## src/rtl/intr_req_cond.sv

```systemverilog
// Interrupt request conditioner: synchronises eight peripheral lines, latches level/edge events as pending,
// masks them toward the controller and drops them on snooped EOI. Optional overflow tracking: INTR_COND_OVF_EN.
module intr_req_cond #(
   parameter int         SYNC_STAGES = 2,
   parameter logic [4:0] EOI_PREFIX  = 5'b10100
) (
   input  logic       clk_in,
   input  logic       rst_in,
   input  logic [7:0] irq_raw,
   input  logic       cfg_we,
   input  logic       cfg_addr,
   input  logic [7:0] cfg_data,
   input  logic [7:0] eoi_bus,
   input  logic       eoi_strb_n,
   input  logic       bus_oe_snoop,
   output logic [7:0] intr_rq,
   output logic [7:0] pend_o,
   output logic [7:0] ovf_o
);

   logic [7:0] sync_r [SYNC_STAGES];
   logic [7:0] prev_r;
   logic [7:0] pending_r;
   logic [7:0] mask_r;
   logic [7:0] edge_mode_r;

   logic [7:0] sync_s;
   logic [7:0] set_s;
   logic       eoi_hit_s;
   logic [7:0] eoi_vec_s;

   assign sync_s = sync_r[SYNC_STAGES-1];

   // Event detection and EOI decode; controller-driven bus words never count as EOI
   always_comb begin
      set_s     = (~edge_mode_r & sync_s) | (edge_mode_r & sync_s & ~prev_r);
      eoi_hit_s = ~eoi_strb_n & ~bus_oe_snoop & (eoi_bus[7:3] == EOI_PREFIX);
      if (eoi_hit_s) begin
         eoi_vec_s = 8'h01 << eoi_bus[2:0];
      end else begin
         eoi_vec_s = 8'h00;
      end
   end

   // Synchroniser chain and previous-sample flop
   always_ff @(posedge clk_in) begin
      if (!rst_in) begin
         for (int k = 0; k < SYNC_STAGES; k++) begin
            sync_r[k] <= 8'h00;
         end
         prev_r <= 8'h00;
      end else begin
         sync_r[0] <= irq_raw;
         for (int k = 1; k < SYNC_STAGES; k++) begin
            sync_r[k] <= sync_r[k-1];
         end
         prev_r <= sync_s;
      end
   end

   // Pending latch: a new set beats a same-cycle EOI so no event is lost
   always_ff @(posedge clk_in) begin
      if (!rst_in) begin
         pending_r <= 8'h00;
      end else begin
         pending_r <= set_s | (pending_r & ~eoi_vec_s);
      end
   end

   // Configuration registers
   always_ff @(posedge clk_in) begin
      if (!rst_in) begin
         mask_r      <= 8'h00;
         edge_mode_r <= 8'h00;
      end else if (cfg_we) begin
         case (cfg_addr)
            1'b0:    mask_r      <= cfg_data;
            1'b1:    edge_mode_r <= cfg_data;
            default: mask_r      <= mask_r;
         endcase
      end else begin
         mask_r      <= mask_r;
         edge_mode_r <= edge_mode_r;
      end
   end

`ifdef INTR_COND_OVF_EN
   logic [7:0] ovf_r;

   // Sticky overflow: edge-mode event on an already pending line without a same-cycle EOI
   always_ff @(posedge clk_in) begin
      if (!rst_in) begin
         ovf_r <= 8'h00;
      end else begin
         ovf_r <= (ovf_r | (edge_mode_r & set_s & pending_r)) & ~eoi_vec_s;
      end
   end

   assign ovf_o = ovf_r;
`else
   assign ovf_o = 8'h00;
`endif

   assign intr_rq = pending_r & ~mask_r;
   assign pend_o  = pending_r;

endmodule

```

## config.mk

```make
export PLATFORM = sky130hd
export DESIGN_NAME = intr_req_cond
export DESIGN_NICKNAME = d
export VERILOG_FILES = /design/src/rtl/intr_req_cond.sv
export SDC_FILE = /design/constraint.sdc
export NUM_CORES = 1
export LEC_CHECK = 0
export CAP_MARGIN = 5
export CELL_PAD_IN_SITES_DETAIL_PLACEMENT = 0
export CELL_PAD_IN_SITES_GLOBAL_PLACEMENT = 1
export CORE_MARGIN = 2
export CORE_UTILIZATION = 34
export CTS_CLUSTER_SIZE = 16
export DETAILED_ROUTE_END_ITERATION = 8
export GPL_TIMING_DRIVEN = 1
export PLACE_DENSITY = 0.87
export SETUP_SLACK_MARGIN = 0.5
export SKIP_CTS_REPAIR_TIMING = 1
export SYNTH_ARGS = -nofsm -noshare
export SYNTH_HDL_FRONTEND = slang
export SYNTH_SLANG_ARGS = --single-unit
```

## constraint.sdc

```tcl
create_clock -name clk_in -period 1.1 [get_ports clk_in]
set_input_delay 0.22 -clock clk_in [delete_from_list [all_inputs] [get_ports clk_in]]
set_output_delay 0.22 -clock clk_in [all_outputs]
set_load 0.05 [all_outputs]
```

==> out/metrics.yaml, run 1 <==
status: "complete, but fails checks"
violations: "setup timing"
rrSetupSlack_ps: 230
cp.arrival_ps: 1000
reg2reg_from: "sync_r[0][10]"
grt_max_degree: 26
numCtsBuffers: 5
synth_top_area_cell: "dfxtp_1"
ys_seq_elements: 48
cp_slowest_cell: "dfxtp_4"
skew_ps: 12.59
path_class: "reg2out"
yosys_warnings: 0
synth.most_common_cell: "dfxtp_1"
slew_violations: 0
min_period_ps: 1223
root_buffer: "clkbuf_8"
die_h_um: 76.70
drt-pass1-iter-count: 4
hold_end: "edge_mode_r[0]"
fin_ws_ps: -123.4
rsz0062_at_grt: "true"
synth_seq_area_share_pct: 53.48
synth.area.top_cells: "dfxtp_1, and2_1, nor2b_1, a21oi_1, mux2i_1"
crit_buf_inv: 1
wire_per_inst_um: 13.45
synth_edf_count: 0
syn2layout_area_growth_pct: 67.20
yosys-top-cells-count: "dfxtp_1, and2_1, nor2b_1, a21oi_1, nand2_1"
post-dp-hpwl_mm: 2.811
hold_path_class: "in2reg"
place_area_um2: 2669
overflow: 0
synthFlopType: "dfxtp_1"
ir_drop_uv: 970.3
max_clock_freq_ghz: 0.8174
cts_sinks: 48
clk_pin_slew_worst_paths_ps: 90
synth.top_cell.area_share_pct: 53.48
power_density_nw_per_um2: 1297
cts_tree: "built"
nFillCells: 437
setup_violations: 14
critPathMaxFanout: 3
start_util_pct: 35.18
first_global_vias: 1271
fin_crit_sh_pct: 111.2
min_path_cells: 3
port_buffers: 45
syn_avg_cell_area_um2: 10.04
wl_mm: 4.223
drc: 0
vias: 1411
netlist_instances: 179
async_reset_ff_share_pct: 0
r2r_cells: 3
critPathRequiredTime_ps: 880
totalPowerFinal_uw: 3896
io_pins: 54
slowest_delay_ps: 380
grt_pass1_wl_mm: 6.141
die_x_um: 76.70
nets: 273
drt_iter0_markers: 59
diodes: 0
drive_gt1_share_pct: 42.21
fin_util_pct: 58.82
hold_viol_final: 0
hold_path_startpoint: "cfg_data[0]"
crit_path_end_kind: "output port"
hold_slack_ps: 211.0
maxCapViolations: 0
start_kind: "register"
r2r_end: "pend_o[2]"
antenna_found_initial: 0
gp_congestion: 0.7413
crit_family: "flip-flops"
design_area_um2: 3004
ys_types: 26
ant_nets: 0
cp_cell_sequence: "nor2b_4 -> buf_12"
die-area_um2: 5882
total_leakage_power_uw: 0.001304
vias_per_cell: 4.494
htreeDepth: 2
clk_latency_ps: 300
syn-cell-area_um2: 1797
clk_path_buf_depth: 2
num_rows: 26
core_um2: 5107
grt_use_total_pct: 13.40
[area by class of cell]
cell class | instances | area, um^2 | share of cell area, %
Sequential cell | 48 | 1011 | 33.65
Tap cell | 70 | 87.58 | 2.915
Clock buffer | 6 | 82.58 | 2.749
Multi-Input combinational cell | 121 | 882.1 | 29.36
Timing Repair Buffer | 65 | 897.1 | 29.86
Clock inverter | 2 | 33.78 | 1.125
Inverter | 2 | 10.01 | 0.3332
[routing by layer]
layer | vias to the layer above | global-route usage [%] | part of all wire, % | wire length (um)
li1 | 704 | - | - | -
met1 | 660 | 16.30 | 42 | 1788
met2 | 40 | 21.75 | 51 | 2159
met3 | 7 | 3.647 | 4.7 | 199
met4 | 0 | 6.727 | 1.8 | 75
met5 | - | 0 | 0 | 0
[report_power, final]
part / leakage [uW] / total (uW) / internal, uW / switching, uW
combinational: 0.000839 / 742 / 386 / 357
sequential: 0.000406 / 1870 / 1810 / 53.4
clock: 0.0000588 / 1290 / 732 / 556
[through the flow]
step | setup TNS [ps] | cells | setup WS (ps)
2_1_floorplan | 0 | 186 | 93.46
3_3_place_gp | -9093 | 297 | -401.3
3_5_place_dp | -9606 | 297 | -432.8
4_1_cts | -1508 | 305 | -128.5
5_1_grt | -1338 | 314 | -153.0
6_report | -928.3 | 314 | -123.4
[worst max-delay path by stage]
stage	start	end	slack (ps)	cells after the start
finish	pend_o[1]	intr_rq[1]	-120	2
global route	pend_o[1]	intr_rq[1]	-150	2
CTS	pend_o[1]	intr_rq[1]	-130	2
detailed placement	eoi_strb_n	pend_o[5]	-430	4
global placement	eoi_strb_n	pend_o[5]	-400	4
floorplan	eoi_strb_n	pend_o[5]	90	3
[tightest hold or removal path, stage by stage]
cell	delay, ps
dlymetal6s2s_1	130
nand3_1	70
a21oi_1	60
[state kept, by name, summed over array words and instances, names as in the netlist]
register	flops
pend_o	8
prev_r	8
mask_r	8
sync_r	16
edge_mode_r	8
[cells in the final DEF (no fill, tap or decap), drive strengths merged]
cell / n
a211oi: 2
a21boi: 6
a21oi: 17
a311oi: 1
and2: 24
buf: 38
bufinv: 1
clkbuf: 9
clkdlybuf4s50: 9
clkinv: 1
conb: 8
dfxtp: 48
dlymetal6s2s: 15
inv: 2
mux2i: 8
nand2: 14
nand2b: 1
nand3: 8
nand4bb: 1
nor2: 2
nor2b: 19
nor3: 4
o21ai: 5
or3: 1
[logic make-up after synthesis]
logic type             share of synthesized area [%]
muxes                                          4.457
DFF                                            53.48
buffers and inverters                          6.058
AOI/OAI and AO/OA                              9.958
and+or+nand+nor                                25.84
other                                         0.2087
Power figures use the tool's default switching activity.
==> run 2: changes to the inputs <==
--- a/config.mk
+++ b/config.mk
@@ -5,6 +5,7 @@
 export SDC_FILE = /design/constraint.sdc
 export NUM_CORES = 1
 export LEC_CHECK = 0
+export ABC_CLOCK_PERIOD_IN_PS = 1100
 export CAP_MARGIN = 5
 export CELL_PAD_IN_SITES_DETAIL_PLACEMENT = 0
 export CELL_PAD_IN_SITES_GLOBAL_PLACEMENT = 1
==> results of run 2 <==
Final layout, timing and power as in run 1 (identical DEF).
==> run 3: changes to the inputs <==
--- a/config.mk
+++ b/config.mk
@@ -7,10 +7,8 @@
 export LEC_CHECK = 0
 export ABC_CLOCK_PERIOD_IN_PS = 1100
 export CAP_MARGIN = 5
-export CELL_PAD_IN_SITES_DETAIL_PLACEMENT = 0
-export CELL_PAD_IN_SITES_GLOBAL_PLACEMENT = 1
 export CORE_MARGIN = 2
-export CORE_UTILIZATION = 34
+export CORE_UTILIZATION = 45
 export CTS_CLUSTER_SIZE = 16
 export DETAILED_ROUTE_END_ITERATION = 8
 export GPL_TIMING_DRIVEN = 1
==> run 3 against run 2 <==
  * The flow still finishes with violations (setup timing)
  * Via count is 1.2% higher
  * Clock power is 24% lower
  * Cell area is 3.5% lower
  * Largest power group unchanged
  * Setup slack better by 35 ps
  * Routed wire length is 3.0% lower
  * Combinational power is 2% lower
  * Core utilization is 19 points higher
  * First-iteration DRC count is 8.5% higher
  * Critical path type unchanged
  * Die area is 23% lower
  * Critical endpoint is now intr_rq[5]
==> out/metrics.yaml, run 3 (synthesis gave the netlist of run 1 again) <==
crit_path_end_kind: "output port"  # unchanged
vias: 1428  # was 1411
internal_power_uw: 2610  # was 2930 uW
fin_util_pct: 77.47  # was 58.82%
gp_congestion: 0.8089  # was 0.7413
p_sw_uw: 959.7  # was 966.3 uW
crit_family: "flip-flops"  # unchanged
critPathMaxFanout: 3  # unchanged
rrSetupSlack_ps: 220  # was 230 ps
min_period_ps: 1188  # was 1223 ps
final_cell_mix: "dfxtp_1, and2_1, buf_12, dfxtp_2, dlymetal6s2s_1"  # was and2_1, dfxtp_1, buf_12, dfxtp_2, dlymetal6s2s_1
grt_max_degree: 20  # was 26
grt_use_total_pct: 18.25  # was 13.40%
drc: 0  # unchanged
numCtsBuffers: 5  # unchanged
slew_violations: 0  # unchanged
place_area_um2: 2609  # was 2669 um^2
vias_per_cell: 4.941  # was 4.494
port_buffers: 45  # unchanged
root_buffer: "clkbuf_8"  # unchanged
io_pins: 54  # unchanged
cp_cell_sequence: "nor2b_4 -> buf_12"  # unchanged
drt_iter0_markers: 64  # was 59
start_kind: "register"  # unchanged
die-area_um2: 4514  # was 5882 um^2
nFillCells: 232  # was 437
cts_tree: "built"  # unchanged
skew_ps: 3.760  # was 12.59 ps
cp.depth: 2  # unchanged
ir_drop_uv: 1132  # was 970.3 uV
r2r_cells: 4  # was 3
layout_commonest_cell: "dfxtp_1"
path_class: "reg2out"  # unchanged
start_util_pct: 47.99  # was 35.18%
nets: 271  # was 273
post-dp-hpwl_mm: 2.724  # was 2.811 mm
antenna_found_initial: 0  # unchanged
cp_slowest_cell: "dfxtp_4"  # unchanged
first_global_vias: 1343  # was 1271
fin_ws_ps: -88.35  # was -123.4 ps
regArea_um2: 1011  # unchanged
clk_pin_slew_worst_paths_ps: 80  # was 90 ps
grt_use_met3_pct: 6.167  # was 3.647%
min_path_cells: 3  # unchanged
grtUsageMet1_pct: 21.94  # was 16.30%
clk_path_buf_depth: 2  # unchanged
die_h_um: 67.19  # was 76.70 um
critPathRequiredTime_ps: 880  # about the same
syn2layout_area_growth_pct: 61.42  # was 67.20%
reg2reg_from: "pend_o[0]"  # was sync_r[0][10]
p_clk_share_pct: 27.4  # was 33.1%
status: "complete, but fails checks"  # unchanged
num_rows: 22  # was 26
multi_input_area_um2: 913.4  # was 882.1 um^2
power_frac_seq_pct: 52.2  # was 47.9%
crit_buf_inv: 1  # unchanged
rsz0062_at_grt: "true"  # unchanged
cts_sinks: 48  # unchanged
numPlacedInstances: 274  # was 297
hold_viol_final: 0  # unchanged
drive_gt1_share_pct: 44.81  # was 42.21%
diodes: 0  # unchanged
core_um2: 3744  # was 5107 um^2
slowest_delay_ps: 370  # was 380 ps
ant_nets: 0  # unchanged
stdcell_count: 289  # was 314
drt-pass1-iter-count: 4  # unchanged
maxCapViolations: 0  # unchanged
total_leakage_power_uw: 0.001274  # was 0.001304 uW
wl_mm: 4.096  # was 4.223 mm
hold_end: "edge_mode_r[3]"  # was edge_mode_r[0]
swShare_pct: 26.88  # was 24.80%
die_x_um: 67.19  # was 76.70 um
global_route.peak_usage_layer: "met2"  # unchanged
overflow: 0  # unchanged
hold_path_class: "in2reg"  # unchanged
wire_per_inst_um: 14.17  # was 13.45 um
max_clock_freq_ghz: 0.8415  # was 0.8174 GHz
registers.top_by_ff_count: "sync_r"  # unchanged
cp.arrival_ps: 970  # was 1000 ps
design_area_um2: 2900  # was 3004 um^2
hold_slack_ps: 222.1  # was 211.0 ps
clk_latency_ps: 300  # about the same
grtUsageMet2_pct: 30.94  # was 21.75%
fin_crit_sh_pct: 108.0  # was 111.2%
violations: "setup timing"  # unchanged
setup_violations: 15  # was 14
largest_reg_flops: 16  # unchanged
r2r_end: "pend_o[0]"  # was pend_o[2]
power_density_nw_per_um2: 1231  # was 1297 nW/um^2
combinationalPowerShare_pct: 20.4  # was 19.0%
htreeDepth: 2  # unchanged
grt_pass1_wl_mm: 6.009  # was 6.141 mm
hold_path_startpoint: "cfg_data[3]"  # was cfg_data[0]
run 3: cell count changes in the layout (fill, tap and decap cells not counted), moves of 2 or more:
cell       previous run  this run
a21oi_1              13        10
a21oi_2               4         7
buf_6                 9        12
buf_12               19        17
clkbuf_16             2         0
run 3: cell type report:
type | instances | area share [%]
clock inverter | 2 | 0.3883
timing repair buffer | 63 | 28.47
tap | 48 | 2.071
sequential | 48 | 34.86
multi-input combinational | 121 | 31.49
inverter | 2 | 0.3451
clock buffer | 5 | 2.373
run 3: per-layer routing:
metal | wire length, um | part of all wire [%]
met5 | 0 | 0
met4 | 34 | 0.83
met3 | 212 | 5.2
met2 | 2206 | 54
met1 | 1642 | 40
run 3: power groups by stage:
stage	sequential (uW)	combinational, uW	clock (uW)
6_report	1860	727	979
5_1_grt	1870	765	1080
4_1_cts	1860	669	1000
3_5_place_dp	1900	667	0
3_3_place_gp	1900	654	0
2_1_floorplan	1940	356	0
run 3: worst register-to-register path: stages (launching register included):
cell     delay [ps]
dfxtp_4         350
buf_6           120
buf_4           130
o21ai_2         120
a21oi_2          40
run 3: worst max-delay path by stage:
stage / startpoint / slack (ps) / to
2_1_floorplan: eoi_strb_n / 90 / pend_o[5]
3_3_place_gp: eoi_strb_n / -380 / pend_o[5]
3_5_place_dp: eoi_strb_n / -430 / pend_o[5]
4_1_cts: pend_o[1] / -120 / intr_rq[1]
5_1_grt: pend_o[5] / -120 / intr_rq[5]
6_report: pend_o[5] / -90 / intr_rq[5]
run 3: through the flow:
| stage | worst slack, ps | total power (uW) | setup TNS (ps) |
|---|---|---|---|
| final | -88.35 | 3570 | -859.0 |
| after global routing | -124.7 | 3717 | -1265 |
| after CTS | -115.8 | 3533 | -1444 |
| after detailed placement | -425.1 | 2570 | -11760 |
| after global placement | -383.8 | 2555 | -10610 |
| after floorplan | 93.46 | 2294 | 0 |
